**src/rtl/mem_stage.sv**
```systemverilog
// -----------------------------------------------------------------------------
// mem_stage : memory pipeline stage between execute and writeback.
//
// Accepts one instruction at a time from execute. Pass-through ops reach the
// writeback port one cycle later. Loads and stores issue one doubleword
// request on the dmem port, wait for its response and then present the
// result (aligned and extended load data, or nothing for stores).
//
// Ports
//   clk, rst_n          clock, asynchronous active-low reset
//   in_valid/in_ready   execute -> memory handshake
//   in_instruction      ALU opcode code (loads 59..65, stores 43..46)
//   in_result           ALU result or effective address
//   in_store_data       rs2 value for stores
//   in_rd               destination register
//   dmem_req_*          doubleword-aligned request with byte strobes
//   dmem_resp_*         read data / store ack
//   out_*               writeback handshake and payload
//   misalign_fault      misaligned access report (trap build only)
//
// Configuration
//   MEM_STAGE_MISALIGN_TRAP_EN  defined: misaligned accesses skip memory and
//                               raise misalign_fault in the OUT cycles.
//                               undefined: low address bits are forced to
//                               size alignment and misalign_fault is 0.
// -----------------------------------------------------------------------------
module mem_stage (
    input  logic        clk,
    input  logic        rst_n,
    input  logic        in_valid,
    output logic        in_ready,
    input  logic [7:0]  in_instruction,
    input  logic [63:0] in_result,
    input  logic [63:0] in_store_data,
    input  logic [4:0]  in_rd,
    output logic        dmem_req_valid,
    input  logic        dmem_req_ready,
    output logic [63:0] dmem_req_addr,
    output logic        dmem_req_write,
    output logic [63:0] dmem_req_wdata,
    output logic [7:0]  dmem_req_wstrb,
    input  logic        dmem_resp_valid,
    input  logic [63:0] dmem_resp_data,
    output logic        out_valid,
    input  logic        out_ready,
    output logic [4:0]  out_rd,
    output logic [63:0] out_data,
    output logic        out_wb_en,
    output logic        misalign_fault
);

    localparam int unsigned XLEN   = 64;
    localparam int unsigned STRB_W = 8;
    localparam int unsigned RD_W   = 5;
    localparam int unsigned OFF_W  = 3;

    localparam logic [1:0] S_IDLE = 2'd0;
    localparam logic [1:0] S_REQ  = 2'd1;
    localparam logic [1:0] S_WAIT = 2'd2;
    localparam logic [1:0] S_OUT  = 2'd3;

    localparam logic [7:0] OP_SB  = 8'd43;
    localparam logic [7:0] OP_SH  = 8'd44;
    localparam logic [7:0] OP_SW  = 8'd45;
    localparam logic [7:0] OP_SD  = 8'd46;
    localparam logic [7:0] OP_LB  = 8'd59;
    localparam logic [7:0] OP_LH  = 8'd60;
    localparam logic [7:0] OP_LW  = 8'd61;
    localparam logic [7:0] OP_LBU = 8'd62;
    localparam logic [7:0] OP_LHU = 8'd63;
    localparam logic [7:0] OP_LWU = 8'd64;
    localparam logic [7:0] OP_LD  = 8'd65;

    localparam logic [1:0] SZ_B = 2'd0;
    localparam logic [1:0] SZ_H = 2'd1;
    localparam logic [1:0] SZ_W = 2'd2;
    localparam logic [1:0] SZ_D = 2'd3;

    // FSM and transaction context
    logic [1:0]        state_q,     state_d;
    logic [OFF_W-1:0]  off_q,       off_d;
    logic [1:0]        size_q,      size_d;
    logic              sgn_q,       sgn_d;
    logic              load_q,      load_d;
    logic [RD_W-1:0]   rd_q,        rd_d;

    // registered outputs
    logic              in_ready_q,  in_ready_d;
    logic              req_valid_q, req_valid_d;
    logic [XLEN-1:0]   req_addr_q,  req_addr_d;
    logic              req_write_q, req_write_d;
    logic [XLEN-1:0]   req_wdata_q, req_wdata_d;
    logic [STRB_W-1:0] req_wstrb_q, req_wstrb_d;
    logic              out_valid_q, out_valid_d;
    logic [RD_W-1:0]   out_rd_q,    out_rd_d;
    logic [XLEN-1:0]   out_data_q,  out_data_d;
    logic              out_wb_en_q, out_wb_en_d;
`ifdef MEM_STAGE_MISALIGN_TRAP_EN
    logic              fault_q,     fault_d;
`endif

    // decode of the incoming instruction
    logic              dec_load;
    logic              dec_store;
    logic [1:0]        dec_size;
    logic              dec_signed;
    logic [OFF_W-1:0]  align_mask;
    logic [OFF_W-1:0]  dec_off;
    logic [STRB_W-1:0] dec_strb_base;
    logic              dec_misaligned;

    // load data path
    logic [XLEN-1:0]   resp_shifted;
    logic [XLEN-1:0]   load_value;

    // Truncate the lane-aligned response to the access size and extend it.
    function automatic logic [63:0] load_extend(input logic [63:0] raw,
                                                input logic [1:0]  size,
                                                input logic        sgn);
        logic [63:0] res;
        case (size)
            SZ_B:    res = sgn ? {{56{raw[7]}},  raw[7:0]}  : {56'd0, raw[7:0]};
            SZ_H:    res = sgn ? {{48{raw[15]}}, raw[15:0]} : {48'd0, raw[15:0]};
            SZ_W:    res = sgn ? {{32{raw[31]}}, raw[31:0]} : {32'd0, raw[31:0]};
            default: res = raw;
        endcase
        return res;
    endfunction

    // Opcode decode: class, access size, signedness.
    always_comb begin
        dec_load   = 1'b0;
        dec_store  = 1'b0;
        dec_size   = SZ_B;
        dec_signed = 1'b0;
        case (in_instruction)
            OP_LB:  begin dec_load  = 1'b1; dec_size = SZ_B; dec_signed = 1'b1; end
            OP_LH:  begin dec_load  = 1'b1; dec_size = SZ_H; dec_signed = 1'b1; end
            OP_LW:  begin dec_load  = 1'b1; dec_size = SZ_W; dec_signed = 1'b1; end
            OP_LD:  begin dec_load  = 1'b1; dec_size = SZ_D; dec_signed = 1'b1; end
            OP_LBU: begin dec_load  = 1'b1; dec_size = SZ_B; end
            OP_LHU: begin dec_load  = 1'b1; dec_size = SZ_H; end
            OP_LWU: begin dec_load  = 1'b1; dec_size = SZ_W; end
            OP_SB:  begin dec_store = 1'b1; dec_size = SZ_B; end
            OP_SH:  begin dec_store = 1'b1; dec_size = SZ_H; end
            OP_SW:  begin dec_store = 1'b1; dec_size = SZ_W; end
            OP_SD:  begin dec_store = 1'b1; dec_size = SZ_D; end
            default: ;
        endcase
    end

    // Byte-offset alignment mask and base strobe per access size.
    always_comb begin
        align_mask    = 3'b000;
        dec_strb_base = 8'hFF;
        case (dec_size)
            SZ_B:    begin align_mask = 3'b111; dec_strb_base = 8'h01; end
            SZ_H:    begin align_mask = 3'b110; dec_strb_base = 8'h03; end
            SZ_W:    begin align_mask = 3'b100; dec_strb_base = 8'h0F; end
            default: begin align_mask = 3'b000; dec_strb_base = 8'hFF; end
        endcase
    end

    // Aligned accesses are unaffected by the mask; misaligned ones either
    // trap (before reaching here) or get their low bits forced down.
    assign dec_off = in_result[2:0] & align_mask;

`ifdef MEM_STAGE_MISALIGN_TRAP_EN
    assign dec_misaligned = (dec_load || dec_store) &&
                            ((in_result[2:0] & ~align_mask) != 3'b000);
`else
    assign dec_misaligned = 1'b0;
`endif

    // Move the addressed bytes of the doubleword down to bit 0.
    assign resp_shifted = dmem_resp_data >> {off_q, 3'b000};
    assign load_value   = load_extend(resp_shifted, size_q, sgn_q);

    // Next-state and registered-output logic.
    always_comb begin
        state_d     = state_q;
        off_d       = off_q;
        size_d      = size_q;
        sgn_d       = sgn_q;
        load_d      = load_q;
        rd_d        = rd_q;
        req_valid_d = req_valid_q;
        req_addr_d  = req_addr_q;
        req_write_d = req_write_q;
        req_wdata_d = req_wdata_q;
        req_wstrb_d = req_wstrb_q;
        out_valid_d = out_valid_q;
        out_rd_d    = out_rd_q;
        out_data_d  = out_data_q;
        out_wb_en_d = out_wb_en_q;
`ifdef MEM_STAGE_MISALIGN_TRAP_EN
        fault_d     = fault_q;
`endif

        case (state_q)
            S_IDLE: begin
                if (in_valid && in_ready_q) begin
                    if ((dec_load || dec_store) && !dec_misaligned) begin
                        state_d     = S_REQ;
                        off_d       = dec_off;
                        size_d      = dec_size;
                        sgn_d       = dec_signed;
                        load_d      = dec_load;
                        rd_d        = in_rd;
                        req_valid_d = 1'b1;
                        req_addr_d  = {in_result[63:3], 3'b000};
                        req_write_d = dec_store;
                        req_wdata_d = dec_store ? (in_store_data << {dec_off, 3'b000})
                                                : {XLEN{1'b0}};
                        req_wstrb_d = dec_store ? STRB_W'(dec_strb_base << dec_off)
                                                : {STRB_W{1'b0}};
                    end else if (dec_misaligned) begin
                        state_d     = S_OUT;
                        out_valid_d = 1'b1;
                        out_rd_d    = in_rd;
                        out_data_d  = {XLEN{1'b0}};
                        out_wb_en_d = 1'b0;
`ifdef MEM_STAGE_MISALIGN_TRAP_EN
                        fault_d     = 1'b1;
`endif
                    end else begin
                        state_d     = S_OUT;
                        out_valid_d = 1'b1;
                        out_rd_d    = in_rd;
                        out_data_d  = in_result;
                        out_wb_en_d = (in_rd != 5'd0);
                    end
                end
            end

            S_REQ: begin
                if (dmem_req_ready) begin
                    state_d     = S_WAIT;
                    req_valid_d = 1'b0;
                end
            end

            S_WAIT: begin
                if (dmem_resp_valid) begin
                    state_d     = S_OUT;
                    out_valid_d = 1'b1;
                    out_rd_d    = rd_q;
                    out_data_d  = load_q ? load_value : {XLEN{1'b0}};
                    out_wb_en_d = load_q && (rd_q != 5'd0);
                end
            end

            S_OUT: begin
                if (out_ready) begin
                    state_d     = S_IDLE;
                    out_valid_d = 1'b0;
                    out_wb_en_d = 1'b0;
`ifdef MEM_STAGE_MISALIGN_TRAP_EN
                    fault_d     = 1'b0;
`endif
                end
            end

            default: state_d = S_IDLE;
        endcase

        in_ready_d = (state_d == S_IDLE);
    end

    // State and output registers.
    always_ff @(posedge clk or negedge rst_n) begin
        if (!rst_n) begin
            state_q     <= S_IDLE;
            off_q       <= '0;
            size_q      <= SZ_B;
            sgn_q       <= 1'b0;
            load_q      <= 1'b0;
            rd_q        <= '0;
            in_ready_q  <= 1'b0;
            req_valid_q <= 1'b0;
            req_addr_q  <= '0;
            req_write_q <= 1'b0;
            req_wdata_q <= '0;
            req_wstrb_q <= '0;
            out_valid_q <= 1'b0;
            out_rd_q    <= '0;
            out_data_q  <= '0;
            out_wb_en_q <= 1'b0;
`ifdef MEM_STAGE_MISALIGN_TRAP_EN
            fault_q     <= 1'b0;
`endif
        end else begin
            state_q     <= state_d;
            off_q       <= off_d;
            size_q      <= size_d;
            sgn_q       <= sgn_d;
            load_q      <= load_d;
            rd_q        <= rd_d;
            in_ready_q  <= in_ready_d;
            req_valid_q <= req_valid_d;
            req_addr_q  <= req_addr_d;
            req_write_q <= req_write_d;
            req_wdata_q <= req_wdata_d;
            req_wstrb_q <= req_wstrb_d;
            out_valid_q <= out_valid_d;
            out_rd_q    <= out_rd_d;
            out_data_q  <= out_data_d;
            out_wb_en_q <= out_wb_en_d;
`ifdef MEM_STAGE_MISALIGN_TRAP_EN
            fault_q     <= fault_d;
`endif
        end
    end

    assign in_ready       = in_ready_q;
    assign dmem_req_valid = req_valid_q;
    assign dmem_req_addr  = req_addr_q;
    assign dmem_req_write = req_write_q;
    assign dmem_req_wdata = req_wdata_q;
    assign dmem_req_wstrb = req_wstrb_q;
    assign out_valid      = out_valid_q;
    assign out_rd         = out_rd_q;
    assign out_data       = out_data_q;
    assign out_wb_en      = out_wb_en_q;
`ifdef MEM_STAGE_MISALIGN_TRAP_EN
    assign misalign_fault = fault_q;
`else
    assign misalign_fault = 1'b0;
`endif

endmodule

```
**config.mk**
```make
export PLATFORM = sky130hd
export DESIGN_NAME = mem_stage
export DESIGN_NICKNAME = d
export VERILOG_FILES = /design/src/rtl/mem_stage.sv
export SDC_FILE = /design/constraint.sdc
export NUM_CORES = 1
export LEC_CHECK = 0
export ABC_CLOCK_PERIOD_IN_PS = 3050
export CAP_MARGIN = 40
export CORE_UTILIZATION = 47
export CTS_BUF_LIST = sky130_fd_sc_hd__clkbuf_16
export DETAILED_ROUTE_END_ITERATION = 8
export PLACE_DENSITY = 0.84
export SLEW_MARGIN = 40
export SYNTH_ARGS = -nofsm -noshare
export SYNTH_HDL_FRONTEND = slang
export SYNTH_SLANG_ARGS = --single-unit
export TNS_END_PERCENT = 5
```
**constraint.sdc**
```tcl
create_clock -name clk -period 3.05 [get_ports clk]
set_clock_uncertainty 0.15 [all_clocks]
set_input_delay 0.61 -clock clk [delete_from_list [all_inputs] [get_ports clk]]
set_output_delay 0.61 -clock clk [all_outputs]
set_load 0.005 [all_outputs]
```
==> results of run 1 <==
[worst reg2reg max path, cell delays in order (launching register included)]
cell	delay, ps
dfrtp_2	600
mux2_1	400
a22oi_1	250
mux4_2	260
nand2b_1	140
nor3_2	50
buf_4	210
a221oi_1	420
o21ai_0	160
[metal layers]
| metal | GRT usage | part of all wire | vias to the layer above |
|---|---|---|---|
| li1 | - | - | 5617 |
| met1 | 0.452 | 0.35 | 6243 |
| met2 | 0.665 | 0.49 | 933 |
| met3 | 0.0765 | 0.10 | 176 |
| met4 | 0.209 | 0.053 | 2 |
| met5 | 0 | 0.00025 | - |
[path summary, 6_finish.rpt]
| path | to | slack (ps) | cells past startpoint |
|---|---|---|---|
| worst max-delay path | dmem_req_wdata[1] | 160 | 8 |
| worst min-delay path | out_data[2] | 340 | 2 |
| worst max register to register | out_data[24] | 270 | 8 |
| worst min register to register | out_data[2] | 340 | 2 |
| max in group asynchronous | out_data[25] | 1320 | 3 |
| min in group asynchronous | dmem_req_wdata[21] | 510 | 2 |
[power by group through the flow]
stage          logic [mW]  clock network, mW  registers [mW]
2_1_floorplan        1.71                  0            3.81
3_3_place_gp         3.82                  0            3.85
3_5_place_dp         3.90                  0            3.88
4_1_cts              3.94               3.05            3.83
5_1_grt              4.23               3.17            3.89
6_report             3.98               3.03            3.84
[per-stage QoR]
| step | total power [mW] | hold slack (ps) | worst slack (ps) | instance area (µm²) | TNS [ps] |
|---|---|---|---|---|---|
| floorplan | 5.52 | 164 | 250 | 12400 | 0 |
| global placement | 7.67 | 314 | -314 | 17700 | -28870 |
| detailed placement | 7.77 | 325 | -388 | 17700 | -41110 |
| CTS | 10.8 | 339 | 121 | 18500 | 0 |
| global route | 11.3 | 349 | 21.4 | 18500 | 0 |
| finish | 10.8 | 338 | 161 | 18500 | 0 |
[final cells by class]
cell class / instances / area, µm² / share of cell area
flip-flops and latches: 221 / 5530 / 0.299
diodes: 4 / 10.0 / 0.000541
repair buffers: 544 / 5320 / 0.287
well taps: 335 / 419 / 0.0226
inverters: 14 / 52.6 / 0.00284
clock buffers: 25 / 626 / 0.0338
multi-input cells: 949 / 6370 / 0.344
clock inverters: 19 / 185 / 0.0100
[cells in the mapped netlist, drive strengths merged, types with 5 or more instances]
library cell,number
buf,56
o21ai,110
dfrtp,221
a211oi,6
and3,8
inv,12
nand3,27
mux2i,62
a31oi,12
o22ai,6
o221ai,7
a21oi,76
nand2b,8
mux2,83
mux4,29
nor2,117
a22oi,35
a32o,16
o21a,17
a32oi,11
a221oi,26
nor3,8
clkbuf,52
a211o,5
a22o,25
nand2,221
[registers in the layout, summed over array words and instances (netlist names), 2 cells and up]
signal and cells:
dmem_req_wdata 64, size_q 2, out_rd 5, state_q 2
out_data 64, dmem_req_addr 61, rd_q 5, off_q 3
dmem_req_wstrb 8
[kinds of logic after synthesis]
group | Yosys count | share of synthesized area
XOR/XNOR | 2 | 0.00141
other | 1 | 0.000303
flip-flops | 221 | 0.446
multiplexers | 174 | 0.179
AND/OR/NAND/NOR | 405 | 0.137
AO/OA/AOI/OAI | 364 | 0.193
buffers and inverters | 122 | 0.0432
[what timing repair did]
item,in CTS,in global routing
hold buffers,1,0
resized for setup,0,1
endpoints found under the hold margin,77,0
setup endpoints to repair,0,1
==> flow_summary.json, run 1 <==
{
  "status": "completed",
  "pwr-share-clk": 0.279,
  "crit_slowest_cell": "or4_4",
  "post_cts_buffers": 0,
  "layout.cells.most_common_list": "clkdlybuf4s50_1 (416), nand2_1 (220), dfrtp_1 (219)",
  "p_per_area_nw_per_um2": 586,
  "portBuffers": 417,
  "seq_area_frac_synth": 0.446,
  "critPathMaxFanout": 31,
  "slowest_delay_ps": 590,
  "crit_buf_inv": 2,
  "critical_path_class": "in -> reg",
  "die_width_um": 164,
  "grt-ovfl-total": 0,
  "via_per_inst": 6.14,
  "io_pins": 422,
  "p_sw_frac": 0.330,
  "grt_max_degree": 82,
  "cts_made_buffers": 24,
  "dieArea_um2": 27000,
  "cp.required_ps": 3350,
  "instances_no_fill": 2111,
  "layout_commonest_cell": "clkdlybuf4s50_1",
  "syn2layout_area_growth_pct": 49.5,
  "final.min_clock_period_ps": 2890,
  "p_switching_mw": 3.58,
  "dp_hpwl_um": 40000,
  "netlist_top_cells_area": "dfrtp_1 (45%), nand2_1 (6.7%), mux2_1 (5.5%), mux4_2 (5.3%), mux2i_1 (5.0%)",
  "p_int_mw": 7.27,
  "initial_core_util": 0.477,
  "clk_pin_slew_ps": 60,
  "clock_path_buffers": 3,
  "vias": 13000,
  "grt_pass1_wl_um": 77600,
  "tritoncts": "built",
  "wirelength_um": 52700,
  "leakage_nw": 8.26,
  "drc_errors": 0,
  "place_congestion": 1.04,
  "track_usage": 0.386,
  "clk_latency_ps": 520,
  "syn_area_um2": 12400,
  "drv_slew": 0,
  "cp-startpoint": "in_instruction[3]",
  "critPathLaunchType": "input pin",
  "wire_per_inst_um": 25.0,
  "core_area_um2": 26000,
  "nNetsFinal": 1965,
  "fin_crit_sh": 0.947,
  "drv_cap": 0,
  "ys_async_sr_fraction": 1.00,
  "rsz0062_at_grt": "false",
  "clock.fmax_ghz": 0.346,
  "yosysTopAreaCell": "dfrtp_1",
  "grt_antenna_before_repair": 5,
  "root_buffer": "clkbuf_16",
  "netlist_instances": 1289,
  "ant_nets": 0,
  "cts.sinks": 221,
  "relSlewSlack": 0.519,
  "finalHoldViolCount": 0,
  "peakVddDrop_uv": 547,
  "setup_violations": 0,
  "synth_edf_count": 0,
  "p_seq_frac": 0.354,
  "grt_pass1_vias": 12900,
  "placementRows": 59,
  "worst_pin_slew_ps": 722,
  "r2r_start": "off_q[1]",
  "yosys_warnings": 0,
  "place_inst": 2062,
  "htree_levels": 1,
  "cp_cell_sequence": "clkdlybuf4s50_1 -> or4_4 -> o32a_1 -> and3_2 -> buf_12 -> nor2_2 -> and3_1 -> a22o_1",
  "synth_flop_cell": "dfrtp_1",
  "final_core_util": 0.713,
  "die_y_um": 164,
  "drtPass1Iterations": 6,
  "crit_family": "simple AND/OR/NAND/NOR gates",
  "synth_top_area_frac": 0.446,
  "dr.first_iter.drc_count": 1268,
  "min_from": "out_data[2]",
  "power_frac_comb": 0.367,
  "ys_types": 56,
  "min_path_type": "reg -> reg",
  "drive_gt1_frac": 0.134,
  "synth_area_per_cell_um2": 9.61,
  "fill_cells": 1876,
  "ys_ff_latch": 221,
  "endpoint_kind": "register",
  "cp.arrival_ps": 3190
}
Note: power is estimated with default switching activity, not from simulation.
==> inputs of run 2 (changes only) <==
--- a/config.mk
+++ b/config.mk
@@ -7,10 +7,13 @@
 export LEC_CHECK = 0
 export ABC_CLOCK_PERIOD_IN_PS = 3050
 export CAP_MARGIN = 40
-export CORE_UTILIZATION = 47
+export CELL_PAD_IN_SITES_DETAIL_PLACEMENT = 1
+export CELL_PAD_IN_SITES_GLOBAL_PLACEMENT = 2
+export CORE_UTILIZATION = 38
 export CTS_BUF_LIST = sky130_fd_sc_hd__clkbuf_16
 export DETAILED_ROUTE_END_ITERATION = 8
-export PLACE_DENSITY = 0.84
+export DONT_BUFFER_PORTS = 1
+export PLACE_DENSITY = 0.82
 export SLEW_MARGIN = 40
 export SYNTH_ARGS = -nofsm -noshare
 export SYNTH_HDL_FRONTEND = slang
==> flow_summary.json, run 2 (synthesis gave the netlist of run 1 again) <==
{
  "status": "complete, but fails checks",
  "violations": "negative hold slack",
  "root_buffer": "clkbuf_16",
  "cp.arrival_ps": 3000,
  "slowest_delay_ps": 560,
  "placed_cell_area_um2": 13100,
  "clk_latency_ps": 530,
  "vias": 10400,
  "diodes": 0,
  "placementRows": 65,
  "nNetsFinal": 1492,
  "min_path_type": "in -> async",
  "tns_ps": 0,
  "worst_pin_slew_ps": 774,
  "regArea_um2": 5530,
  "grt_pass1_vias": 10800,
  "grt_pass1_wl_um": 69000,
  "crit_slowest_cell": "dfrtp_2",
  "timing.hold.ws_ps": -379,
  "layout.cells.most_common_list": "nand2_1 (220), dfrtp_1 (219), nor2_1 (113)",
  "grt-ovfl-total": 0,
  "endpoint_kind": "register",
  "syn2layout_area_growth_pct": 13.5,
  "core_area_um2": 31800,
  "clock.fmax_ghz": 0.370,
  "critPathMaxFanout": 32,
  "peakVddDrop_uv": 388,
  "wirelength_um": 46100,
  "critPathLaunchType": "register",
  "critical_path_class": "reg -> reg",
  "grt_antenna_before_repair": 1,
  "drv_slew": 0,
  "layout_commonest_cell": "nand2_1",
  "htree_levels": 1,
  "dieArea_um2": 33300,
  "portBuffers": 0,
  "die_width_um": 183,
  "leakage_nw": 6.47,
  "cp_common_cell": "mux2i_1",
  "via_per_inst": 6.01,
  "track_usage": 0.271,
  "drive_gt1_frac": 0.138,
  "final.min_clock_period_ps": 2700,
  "rsz0062_at_grt": "false",
  "drc_errors": 0,
  "initial_core_util": 0.390,
  "clock_path_buffers": 3,
  "relSlewSlack": 0.482,
  "io_pins": 422,
  "finalHoldViolCount": 221,
  "cts.sinks": 221,
  "fin_crit_sh": 0.886,
  "tritoncts": "built",
  "clk_pin_slew_ps": 60,
  "drv_cap": 0,
  "die_y_um": 183,
  "ant_nets": 0,
  "cts_made_buffers": 27,
  "fill_cells": 3553,
  "cp.required_ps": 3350,
  "setup_violations": 0,
  "dr.first_iter.drc_count": 630,
  "postLayoutCellArea_um2": 14100,
  "drtPass1Iterations": 5,
  "place_congestion": 0.909,
  "r2r_cells": 8,
  "dp_hpwl_um": 34900,
  "multi_input_area_um2": 6370,
  "p_per_area_nw_per_um2": 689,
  "cp_cell_sequence": "clkinv_1 -> mux2i_1 -> mux4_2 -> nand2b_1 -> mux2i_1 -> nand3_1 -> buf_12 -> o21ai_1",
  "grt_max_degree": 222,
  "wire_per_inst_um": 26.6
}
-- run 2: changes by cell type in the layout (fill, tap and decap cells not counted), sizes merged, moves of 2 or more --
cell / previous run / this run
clkdlybuf4s50: 416 / 0
clkbuf: 25 / 27
inv: 14 / 16
diode: 4 / 0
bufinv: 3 / 5
buf: 127 / 68
-- run 2: worst paths after layout --
kind	startpoint	endpoint	slack, ps
worst max-delay path	off_q[0]	out_data[44]	350
worst min-delay path	rst_n	dmem_req_addr[18]	-380
worst max register to register	off_q[0]	out_data[44]	350
worst min register to register	dmem_req_write	dmem_req_write	360
max in group asynchronous	rst_n	off_q[1]	2730
min in group clk	in_result[31]	dmem_req_addr[31]	50
-- run 2: metrics by stage --
step | std cells | power (mW) | utilization | setup slack (ps) | hold WS (ps)
final | 1736 | 9.69 | 0.442 | 347 | -379
after global routing | 1736 | 10.2 | 0.442 | 220 | -401
after detailed placement | 1687 | 6.37 | 0.413 | 6.44 | 170
after CTS | 1736 | 9.78 | 0.442 | 355 | -404
after floorplan | 1292 | 5.52 | - | 250 | 164
after global placement | 1687 | 6.28 | 0.413 | 66.0 | 169
-- run 2: cell type report --
class,instances,share of cell area
sequential,221,0.394
clock inverter,22,0.0175
timing repair buffer,68,0.0452
multi-input combinational,949,0.453
clock buffer,27,0.0481
tap,435,0.0387
inverter,14,0.00374
-- run 2: worst max-delay path: cells and delay by family, from the launching register on --
family | cells | cell delay (ps)
AND/OR/NAND/NOR | 2 | 330
flip-flops | 1 | 560
AO/OA/AOI/OAI | 1 | 160
multiplexers | 3 | 880
buffers and inverters | 2 | 500
-- run 2: where the power goes --
group | internal, mW | total (mW) | switching, mW
logic | 0.989 | 2.34 | 1.35
clock network | 2.04 | 3.36 | 1.33
registers | 3.47 | 3.98 | 0.516
total | 6.49 | 9.69 | 3.19
-- run 2: routing by layer --
metal | wire length, µm | track usage | vias up
met2 | 22000 | 0.452 | 420
met5 | 13 | 0 | -
met1 | 18500 | 0.337 | 5270
li1 | - | - | 4660
met3 | 4160 | 0.0822 | 78
met4 | 1460 | 0.0834 | 2
-- run 2: timing repair --
item,in CTS,in global routing
hold endpoints to repair,221,221
gates resized for setup,0,0
setup buffers,0,0
endpoints found under the setup margin,0,0
==> inputs of run 3 (changes only) <==
--- a/config.mk
+++ b/config.mk
@@ -14,6 +14,7 @@
 export DETAILED_ROUTE_END_ITERATION = 8
 export DONT_BUFFER_PORTS = 1
 export PLACE_DENSITY = 0.82
+export SKIP_CTS_REPAIR_TIMING = 1
 export SLEW_MARGIN = 40
 export SYNTH_ARGS = -nofsm -noshare
 export SYNTH_HDL_FRONTEND = slang
==> results of run 3 <==
Same layout as run 2: the final DEF is identical, and so are final timing and power.
